## src/rtl/serial_addsub.sv

```systemverilog
// Bit-serial add/subtract engine: one bit per clock, LSB first, with a
// single carry/borrow flip-flop. Operands are latched on accept so the
// inputs are free to change while the operation runs. result, bout and
// ovf only change on the edge that completes an operation.
module serial_addsub #(
  parameter int WIDTH = 8
) (
  input  logic             clk,
  input  logic             rst,
  input  logic             start,
  input  logic             mode,
  input  logic [WIDTH-1:0] a,
  input  logic [WIDTH-1:0] b,
  input  logic             cin,
  output logic             busy,
  output logic             done,
  output logic [WIDTH-1:0] result,
  output logic             bout,
  output logic             ovf
);

  // Counter must hold 0..WIDTH-1; keep at least one bit for WIDTH=1.
  localparam int CW = (WIDTH > 1) ? $clog2(WIDTH) : 1;
  localparam logic [CW-1:0] LAST_BIT = CW'(WIDTH - 1);

  typedef enum logic [1:0] {
    S_IDLE,
    S_RUN,
    S_DONE
  } state_t;

  state_t           r_state;
  logic [WIDTH-1:0] r_a;
  logic [WIDTH-1:0] r_b;
  logic             r_mode;
  logic             r_br;
  logic [CW-1:0]    r_cnt;
  logic [WIDTH-1:0] r_shift;
  logic             r_busy;
  logic             r_done;
  logic [WIDTH-1:0] r_result;
  logic             r_bout;
  logic             r_ovf;

  logic             w_accept;
  logic             w_ai;
  logic             w_bi;
  logic             w_d;
  logic             w_br_next;
  logic [WIDTH-1:0] w_full;
  logic             w_ovf;

  // A new request is taken whenever no operation is in flight, including
  // the DONE cycle, which gives back-to-back operation.
  assign w_accept = start && (r_state != S_RUN);

  // Bit-slice datapath for the current bit plus the completed-word view
  // used on the final edge (partial word with the current bit merged in).
  always_comb begin
    w_ai      = r_a[r_cnt];
    w_bi      = r_b[r_cnt];
    w_d       = w_ai ^ w_bi ^ r_br;
    if (r_mode) begin
      w_br_next = (w_ai & w_bi) | (w_ai & r_br) | (w_bi & r_br);
    end else begin
      w_br_next = (~w_ai & w_bi) | (~w_ai & r_br) | (w_bi & r_br);
    end
    w_full        = r_shift;
    w_full[r_cnt] = w_d;
    if (r_mode) begin
      w_ovf = (r_a[WIDTH-1] == r_b[WIDTH-1]) && (w_full[WIDTH-1] != r_a[WIDTH-1]);
    end else begin
      w_ovf = (r_a[WIDTH-1] != r_b[WIDTH-1]) && (w_full[WIDTH-1] != r_a[WIDTH-1]);
    end
  end

  // Control FSM and datapath registers; outputs are all registered.
  always_ff @(posedge clk) begin
    if (rst) begin
      r_state  <= S_IDLE;
      r_a      <= '0;
      r_b      <= '0;
      r_mode   <= 1'b0;
      r_br     <= 1'b0;
      r_cnt    <= '0;
      r_shift  <= '0;
      r_busy   <= 1'b0;
      r_done   <= 1'b0;
      r_result <= '0;
      r_bout   <= 1'b0;
      r_ovf    <= 1'b0;
    end else begin
      r_done <= 1'b0;
      if (w_accept) begin
        r_state <= S_RUN;
        r_a     <= a;
        r_b     <= b;
        r_mode  <= mode;
        r_br    <= cin;
        r_cnt   <= '0;
        r_shift <= '0;
        r_busy  <= 1'b1;
      end else if (r_state == S_RUN) begin
        r_shift <= w_full;
        r_br    <= w_br_next;
        if (r_cnt == LAST_BIT) begin
          r_state  <= S_DONE;
          r_busy   <= 1'b0;
          r_done   <= 1'b1;
          r_result <= w_full;
          r_bout   <= w_br_next;
          r_ovf    <= w_ovf;
        end else begin
          r_cnt <= r_cnt + CW'(1);
        end
      end else begin
        r_state <= S_IDLE;
      end
    end
  end

  assign busy   = r_busy;
  assign done   = r_done;
  assign result = r_result;
  assign bout   = r_bout;
  assign ovf    = r_ovf;

endmodule

```

## config.mk

```make
export PLATFORM = sky130hd
export DESIGN_NAME = serial_addsub
export DESIGN_NICKNAME = d
export VERILOG_FILES = /design/src/rtl/serial_addsub.sv
export SDC_FILE = /design/constraint.sdc
export NUM_CORES = 1
export LEC_CHECK = 0
export BUFFER_PORTS_ARGS = -buffer_cell sky130_fd_sc_hd__buf_4
export CELL_PAD_IN_SITES_DETAIL_PLACEMENT = 1
export CELL_PAD_IN_SITES_GLOBAL_PLACEMENT = 2
export CORE_MARGIN = 5
export CORE_UTILIZATION = 35
export DETAILED_ROUTE_END_ITERATION = 12
export PLACE_DENSITY_LB_ADDON = 0.08
export SLEW_MARGIN = 5
export SYNTH_ARGS = -nofsm -noshare
export SYNTH_HDL_FRONTEND = slang
export SYNTH_SLANG_ARGS = --single-unit
```

## constraint.sdc

```tcl
create_clock -name clk -period 6.63 [get_ports clk]
set_clock_uncertainty 0.1 [all_clocks]
set_input_delay 1.326 -clock clk [delete_from_list [all_inputs] [get_ports clk]]
set_output_delay 1.326 -clock clk [all_outputs]
set_load 0.005 [all_outputs]
```

======== Yosys cells after proc, flatten, opt, wreduce, memory -nomap -nowiden ========
Index checks and enable logic that the tools add are counted.
word-level totals
  bits in registers ....................... 43
  logic and storage cells ................. 67
operators by class
  multiplexer cells ....................... 18
  bitwise gates (word level) .............. 15
  magnitude comparators ................... 2
  reductions and logical operators ........ 11
  add/sub/neg operators ................... 1
  eq/ne operators ......................... 7
operator list
  kind                   count
  $mux W1                14
  $bwmux W8              1
  $bmux W1 S3            2
  $and A1 B1 Y1          5
  $logic_and A1 B1 Y1    4
  $lt A3 B4 Y1 const B   1
  $not A1 Y1             4
  $or A1 B1 Y1           4
  $reduce_and A2 Y1      2
  $reduce_bool A2 Y1     2
  $add A3 B1 Y3 const B  1
  $demux W1 S3           1
  $eq A3 B3 Y1 const B   1
  $ge A3 B1 Y1 const B   1
  $ne A3 B2 Y1 const B   1
  $reduce_and A3 Y1      1
  $reduce_or A3 Y1       1
  $eq A2 B1 Y1 const B   1
  $ne A1 B1 Y1           2
  $ne A2 B1 Y1 const B   1
  $reduce_or A2 Y1       1
  $xor A1 B1 Y1          2
  $eq A1 B1 Y1           1

======== Logic depth before layout (Yosys ltp) ========
Gate-level depths: netlist of run 1.
  depth in word-level cells ............... 9
  depth in mapped cells ................... 11
  depth with buffers taken out ............ 10

======== Least setup slack after synthesis of run 1 ========
OpenSTA, ideal clock, no wires.
  path kind ............................... reg-to-reg
  from .................................... register r_cnt[1]
  to ...................................... register r_ovf, in the netlist ovf
  setup time .............................. 0.119 ns
  data arrival time ....................... 2.410 ns
  stages on the path, launching flop included .. 10
  slack ................................... 4.001 ns
  period minus slack after synthesis ...... 2.629 ns
  path buffers ............................ 1
  cells stage by stage .................... dfxtp_1 > buf_4 > mux4_2 > mux2_2 > ha_1 > xnor2_1 > mux2i_1 > and3_1 > o21ai_0 > nand2_1
on the way
  cells in the longest elaborated chain, start to end .. 8
  elaborated cells between the ends (all ways) .. 18
  those cells by class .................... 2 x order compare; 2 x eq/ne; 8 x mux; 2 x bitwise; 4 x reduce/logical
RTL lines
  item                                                                     line    RTL
  start: declaration                                                       37      logic [CW-1:0] r_cnt;
  start signal: assignment                                                 114     r_cnt <= r_cnt + CW'(1);
  $lt A3 B4 Y1 (not written as such), or another cell as far along         69      w_full[r_cnt] = w_d;
  $logic_and A1 B1 Y1 (not written as such), or another cell as far along  69
  $mux W1 (not written as such) or $xor A1 B1 Y1 (tied branches)           69, 62
  $demux W1 S3 or $xor A1 B1 Y1 (tied branches)                            69, 62
  $bwmux W8                                                                69
  $ne A1 B1 Y1                                                             71, 73
  $logic_and A1 B1 Y1, on equally long branches                            73, 71
  $mux W1                                                                  70      if (r_mode) begin
  end signal: assignment                                                   112     r_ovf <= w_ovf;
  end: declaration                                                         43      logic r_ovf;
Several ways; a longest one is shown, not always the timed one. The select of a mux whose other input is x is not followed.
A chain may end at the register's enable or synchronous reset.

======== Final worst setup path of run 1 ========
Same ends and word-level chain as after synthesis.

==> results of run 1 <==
through the flow:
step / total power, mW / worst slack, ns
after floorplan: 0.322 / 4.00
after global placement: 0.343 / 3.05
after detailed placement: 0.343 / 2.97
after CTS: 0.504 / 2.91
after global routing: 0.522 / 2.50
final: 0.494 / 2.95
cell families after synthesis:
group | after synthesis | share of synthesized area (%)
AOI/OAI and AO/OA | 44 | 13.4
xor gates and xnor gates | 3 | 1.35
adders and majority gates | 4 | 2.57
buffers and inverters | 19 | 4.24
DFF | 43 | 44.2
muxes | 19 | 11.4
and+or+nand+nor | 99 | 22.8
synthesized netlist by cell type:
| cell | count |
|---|---|
| or3_1 | 1 |
| clkbuf_1 | 14 |
| nor3_1 | 6 |
| inv_1 | 3 |
| ha_1 | 4 |
| or2_2 | 1 |
| nor3b_1 | 3 |
| nor2b_4 | 1 |
| o21a_1 | 2 |
| o31ai_4 | 1 |
| nand2b_1 | 2 |
| mux2_4 | 1 |
| nand3b_1 | 1 |
| dfxtp_1 | 43 |
| o31ai_1 | 1 |
| xnor2_1 | 3 |
| nor2_1 | 11 |
| a221o_1 | 2 |
| a211oi_1 | 2 |
| buf_6 | 1 |
| nor2b_2 | 1 |
| mux4_2 | 2 |
| and3_1 | 1 |
| o21ai_0 | 11 |
| buf_4 | 1 |
| mux2_2 | 1 |
| a21oi_1 | 24 |
| mux2i_1 | 15 |
| nor2b_1 | 4 |
| and2_1 | 1 |
| o211ai_1 | 1 |
| nand3_1 | 7 |
| nand2_1 | 59 |
critical path: cells and delay by family, from the launching register on:
kind | cells | cell delay, ns
AO/OA/AOI/OAI | 3 | 0.92
XOR/XNOR | 1 | 0.85
AND/OR/NAND/NOR | 3 | 0.59
flip-flops | 1 | 0.48
multiplexers | 1 | 0.30
adder cells (fa/ha/maj) | 1 | 0.23
buffers and inverters | 1 | 0.09
layer usage:
| metal | part of all wire, % | GRT usage [%] |
|---|---|---|
| met1 | 49 | 18.4 |
| met2 | 47 | 22.9 |
| met3 | 3.0 | 3.53 |
| met4 | 1.0 | 3.02 |
| met5 | 0 | 0 |
flip-flops by register name (all words and copies together), names as in the netlist:
signal	count
r_br	1
r_state	2
bout	1
r_mode	1
r_b	8
busy	1
r_a	8
result	8
done	1
r_cnt	3
ovf	1
r_shift	8
area by class of cell:
| cell class | count | area, um2 | area share [%] |
|---|---|---|---|
| clock buffers | 7 | 76.3 | 3.34 |
| repair buffers | 32 | 240 | 10.5 |
| flip-flops and latches | 43 | 861 | 37.7 |
| clock inverters | 1 | 5.00 | 0.219 |
| inverters | 3 | 11.3 | 0.493 |
| multi-input cells | 169 | 1000 | 43.8 |
| well taps | 72 | 90.1 | 3.94 |
power by group through the flow:
stage                     Sequential, mW  Clock [mW]  Combinational [mW]
after floorplan                    0.276           0              0.0459
after global placement             0.281           0              0.0617
after detailed placement           0.281           0              0.0623
after CTS                          0.275       0.167              0.0627
after global routing               0.276       0.177              0.0698
final                              0.275       0.157              0.0613
final timing paths:
kind	slack, ns	end	startpoint
max	2.95	ovf	r_cnt[1]
min	0.35	ovf	ovf
max reg2reg	2.95	ovf	r_cnt[1]
min reg2reg	0.35	ovf	ovf
==> impl_metrics.tcl, run 1 <==
set metrics [dict create \
    finalCritPeriodShare_pct 55.4 \
    swShare_pct 25.7 \
    ys_seq_area_share_pct 44.2 \
    dieArea_um2 7150 \
    critPathKind "register to register" \
    routabilityCongestion 0.767 \
    io_pins 33 \
    design_area_um2 2290 \
    pwr-share-seq_pct 55.7 \
    root_buffer "clkbuf_8" \
    max_stage_delay_ns 0.85 \
    layout-drive-gt1-share_pct 18.0 \
    critPathRequiredTime_ns 6.71 \
    postCtsResizedCells 0 \
    grt-ovfl-total 0 \
    final_util_pct 42.0 \
    synth.net_count 256 \
    cp_slowest_cell "xnor2_1" \
    drt-vias-per-instance 4.94 \
    path_cells "nor2b_2 -> a221o_1 -> a221o_1 -> inv_1 -> ha_1 -> xnor2_1 -> mux2i_1 -> and3_1 -> o21ai_0 -> nand2_1" \
    portBuffers 32 \
    worstRegToRegCells 10 \
    whs_ns 0.350 \
    peakVddDrop_v 0.0000738 \
    final_cells 327 \
    syn_area_um2 1950 \
    synthCells 231 \
    p_int_mw 0.367 \
    syn2layout_area_growth_pct 17.5 \
    drtIter0Drc 29 \
    p_sw_mw 0.127 \
    yosysTopAreaCellShare_pct 44.2 \
    cts.htree.levels 2 \
    p_comb_share_pct 12.4 \
    diodes 0 \
    arrival_ns 3.75 \
    die_y_um 84.6 \
    pwr-share-clk_pct 31.9 \
    grt_util_all_layers_pct 13.9 \
    hold_depth 2 \
    hp-class "register to register" \
    coreArea_um2 5440 \
    wl_per_cell_um 14.4 \
    rsz0062_at_grt "no" \
    synth_warnings 0 \
    start_util_pct 35.8 \
    cts_sinks 43 \
    power_density_nw_per_um2 216 \
    synth_area_leaders "dfxtp_1, nand2_1, mux2i_1, a21oi_1, o21ai_0" \
    synth_top_cell_by_area "dfxtp_1" \
    drt_wl_total_mm 4.72 \
    synth_cell_types 33 \
    final_common_cell "nand2_1" \
    cts_setup_buffers 0 \
    synth_seq_cells 43 \
    antenna_found_initial 0 \
    cts_buffers 5 \
    clockBufferDepth 2 \
    critPathLaunchType "register" \
    fin_crit_ns 3.68 \
    final_max_slew_viol_count 0 \
    dpl.cell_count 319 \
    setup-tns-final_ns 0 \
    row_count 27 \
    fin_nets 279 \
    cellLeakagePower_nw 0.927 \
    crit_path_end_kind "register" \
    fmax_ghz 0.272 \
    slew_headroom_pct 25.5 \
    cts_tree "yes" \
    avgSynthCellArea_um2 8.42 \
    ant_nets 0 \
    hold_viol 0 \
    grt_max_degree 24 \
    die_width_um 84.6 \
    crit_top_cell "a221o_1" \
    drc 0 \
    grt_pass1_vias 1649 \
    firstDrtPassIters 4 \
    tightest_slew_ns 1.12 \
    placed_cell_area_um2 2200 \
    hpwlAfterDp_mm 3.46 \
    crit_fanout 15 \
    status "completed" \
    num_vias 1617 \
    clk_pin_slew_worst_paths_ns 0.08 \
    insertion_delay_ns 0.29 \
    layout_common_cells "nand2_1, dfxtp_1, buf_4" \
    cts_hold_buf 0 \
    grt_pass1_wl_mm 8.12 \
    fill_cells 657 \
    cap_viol_max_count 0 \
    finalSetupViolCount 0 \
]
Note: power is estimated with default switching activity, not from simulation.
==> run 2, diff against run 1 <==
CORE_UTILIZATION = 32   (was 35)
clock period = 3.85 ns   (was 6.63 ns; I/O delays follow)
==> impl_metrics.tcl, run 2 (synthesis gave the netlist of run 1 again) <==
set metrics [dict create \
    cts_sinks 43 \
    final_util_pct 39.9 \
    arrival_ns 3.07 \
    coreArea_um2 5920 \
    crit_fanout 12 \
    design_area_um2 2360 \
    setup-tns-final_ns 0 \
    hp-class "register to register" \
    start_util_pct 32.9 \
    cp_slowest_cell "dfxtp_1" \
    row_count 28 \
    worstReg2RegStart "r_cnt[1]" \
    final_max_slew_viol_count 0 \
    fin_nets 282 \
    fmax_ghz 0.334 \
    cts_buffers 5 \
    hold_depth 2 \
    diodes 0 \
    portBuffers 32 \
    rsz0062_at_grt "no" \
    final_common_cell "nand2_1" \
    die_y_um 88.0 \
    max_stage_delay_ns 0.64 \
    grt_pass1_vias 1670 \
    layout-drive-gt1-share_pct 19.4 \
    hold_path_startpoint "ovf" \
    firstDrtPassIters 4 \
    fin_crit_ns 2.99 \
    drc 0 \
    swShare_pct 23.1 \
    cts.htree.levels 2 \
    critPathLaunchType "register" \
    status "completed" \
    root_buffer "clkbuf_8" \
    clockBufferDepth 2 \
    syn2layout_area_growth_pct 21.5 \
    cts_hold_buf 0 \
    cts_tree "yes" \
    slew_headroom_pct 54.2 \
    final.setup.worst_slack_ns 0.856 \
    wl_per_cell_um 14.6 \
    hold_viol 0 \
    cap_viol_max_count 0 \
    cts_setup_buffers 0 \
    pre_cts_slack_ns 0.917 \
    regArea_um2 861 \
    drtIter0Drc 23 \
    path_cells "mux4_2 -> mux2_2 -> ha_1 -> nor2b_1 -> a211oi_1 -> nor3_1 -> a21oi_1 -> o31ai_1" \
    drt_wl_total_mm 4.87 \
    grt_util_all_layers_pct 13.7 \
    critPathRequiredTime_ns 3.93 \
    pwr-share-seq_pct 47.4 \
    grt_pass1_wl_mm 8.15 \
    crit_path_end_kind "register" \
    drt-vias-per-instance 4.94 \
    critPathKind "register to register" \
    r2r-end "r_br" \
    p_comb_share_pct 11.2 \
    p_sw_mw 0.231 \
    cellLeakagePower_nw 0.965 \
    hpwlAfterDp_mm 3.57 \
    grt_max_degree 24 \
    whs_endpoint "ovf" \
    placed_cell_area_um2 2230 \
    power_density_nw_per_um2 423 \
    num_vias 1645 \
    insertion_delay_ns 0.30 \
    fill_cells 718 \
    peakVddDrop_v 0.000244 \
    r2r_slack_ns 0.86 \
    io_pins 33 \
    postCtsResizedCells 0 \
    finalSetupViolCount 0 \
    multi_input_area_um2 1000 \
    ant_nets 0 \
    die_width_um 88.0 \
    routabilityCongestion 0.798 \
    antenna_found_initial 0 \
    pwr-share-clk_pct 41.4 \
    layout_common_cells "nand2_1, dfxtp_1, buf_4" \
    grt-ovfl-total 0 \
    clk_pin_slew_worst_paths_ns 0.09 \
    worstRegToRegCells 8 \
    cp_top_family "multiplexers" \
    critPathBufInv 0 \
    finalCritPeriodShare_pct 77.8 \
    tightest_slew_ns 0.685 \
    p_int_mw 0.768 \
    whs_ns 0.357 \
    dieArea_um2 7740 \
]
## run 2: cell count changes in the layout (fill, tap and decap cells not counted), sizes merged
cell / delta
buf: +3
bufinv: +2
clkbuf: -1
clkinv: -1
## run 2: final cells by class
type                       instances  area share (%)
multi-input combinational        169            42.4
sequential                        43            36.4
timing repair buffer              35            11.1
tap                               75            3.97
clock buffer                       6            3.07
clock inverter                     2            2.54
inverter                           3           0.476
## run 2: per-stage QoR
step,std cells,power [mW]
2_1_floorplan,231,0.555
3_3_place_gp,325,0.596
3_5_place_dp,325,0.597
4_1_cts,333,1.01
5_1_grt,333,1.04
6_report,333,0.999
## run 2: how the worst max path moves through the flow
stage                     startpoint  endpoint  cells after the start
final                       r_cnt[1]      r_br                      8
after global routing        r_cnt[1]      r_br                     10
after CTS                   r_cnt[1]      r_br                      8
after detailed placement    r_cnt[1]       ovf                      9
after global placement      r_cnt[1]       ovf                      9
after floorplan             r_cnt[1]       ovf                      9
## run 2: layer usage
layer | track usage [%] | up-vias | part of all wire, %
met5 | 0 | - | 0
met4 | 6.97 | 0 | 2.5
met3 | 3.39 | 13 | 4.1
met2 | 20.5 | 40 | 44
met1 | 18.4 | 764 | 50
li1 | - | 828 | -
## run 2: worst reg2reg max path, cell delays in order, from the launching register on
cell and delay, ns:
dfxtp_1 0.64, mux4_2 0.57, mux2_2 0.33, ha_1 0.23
nor2b_1 0.15, a211oi_1 0.52, nor3_1 0.10, a21oi_1 0.16
o31ai_1 0.08
## run 2: power by group through the flow
stage | combinational (mW) | sequential, mW | clock, mW
4_1_cts | 0.114 | 0.474 | 0.425
2_1_floorplan | 0.0790 | 0.476 | 0
3_3_place_gp | 0.112 | 0.484 | 0
6_report | 0.112 | 0.473 | 0.414
3_5_place_dp | 0.113 | 0.484 | 0
5_1_grt | 0.125 | 0.476 | 0.442
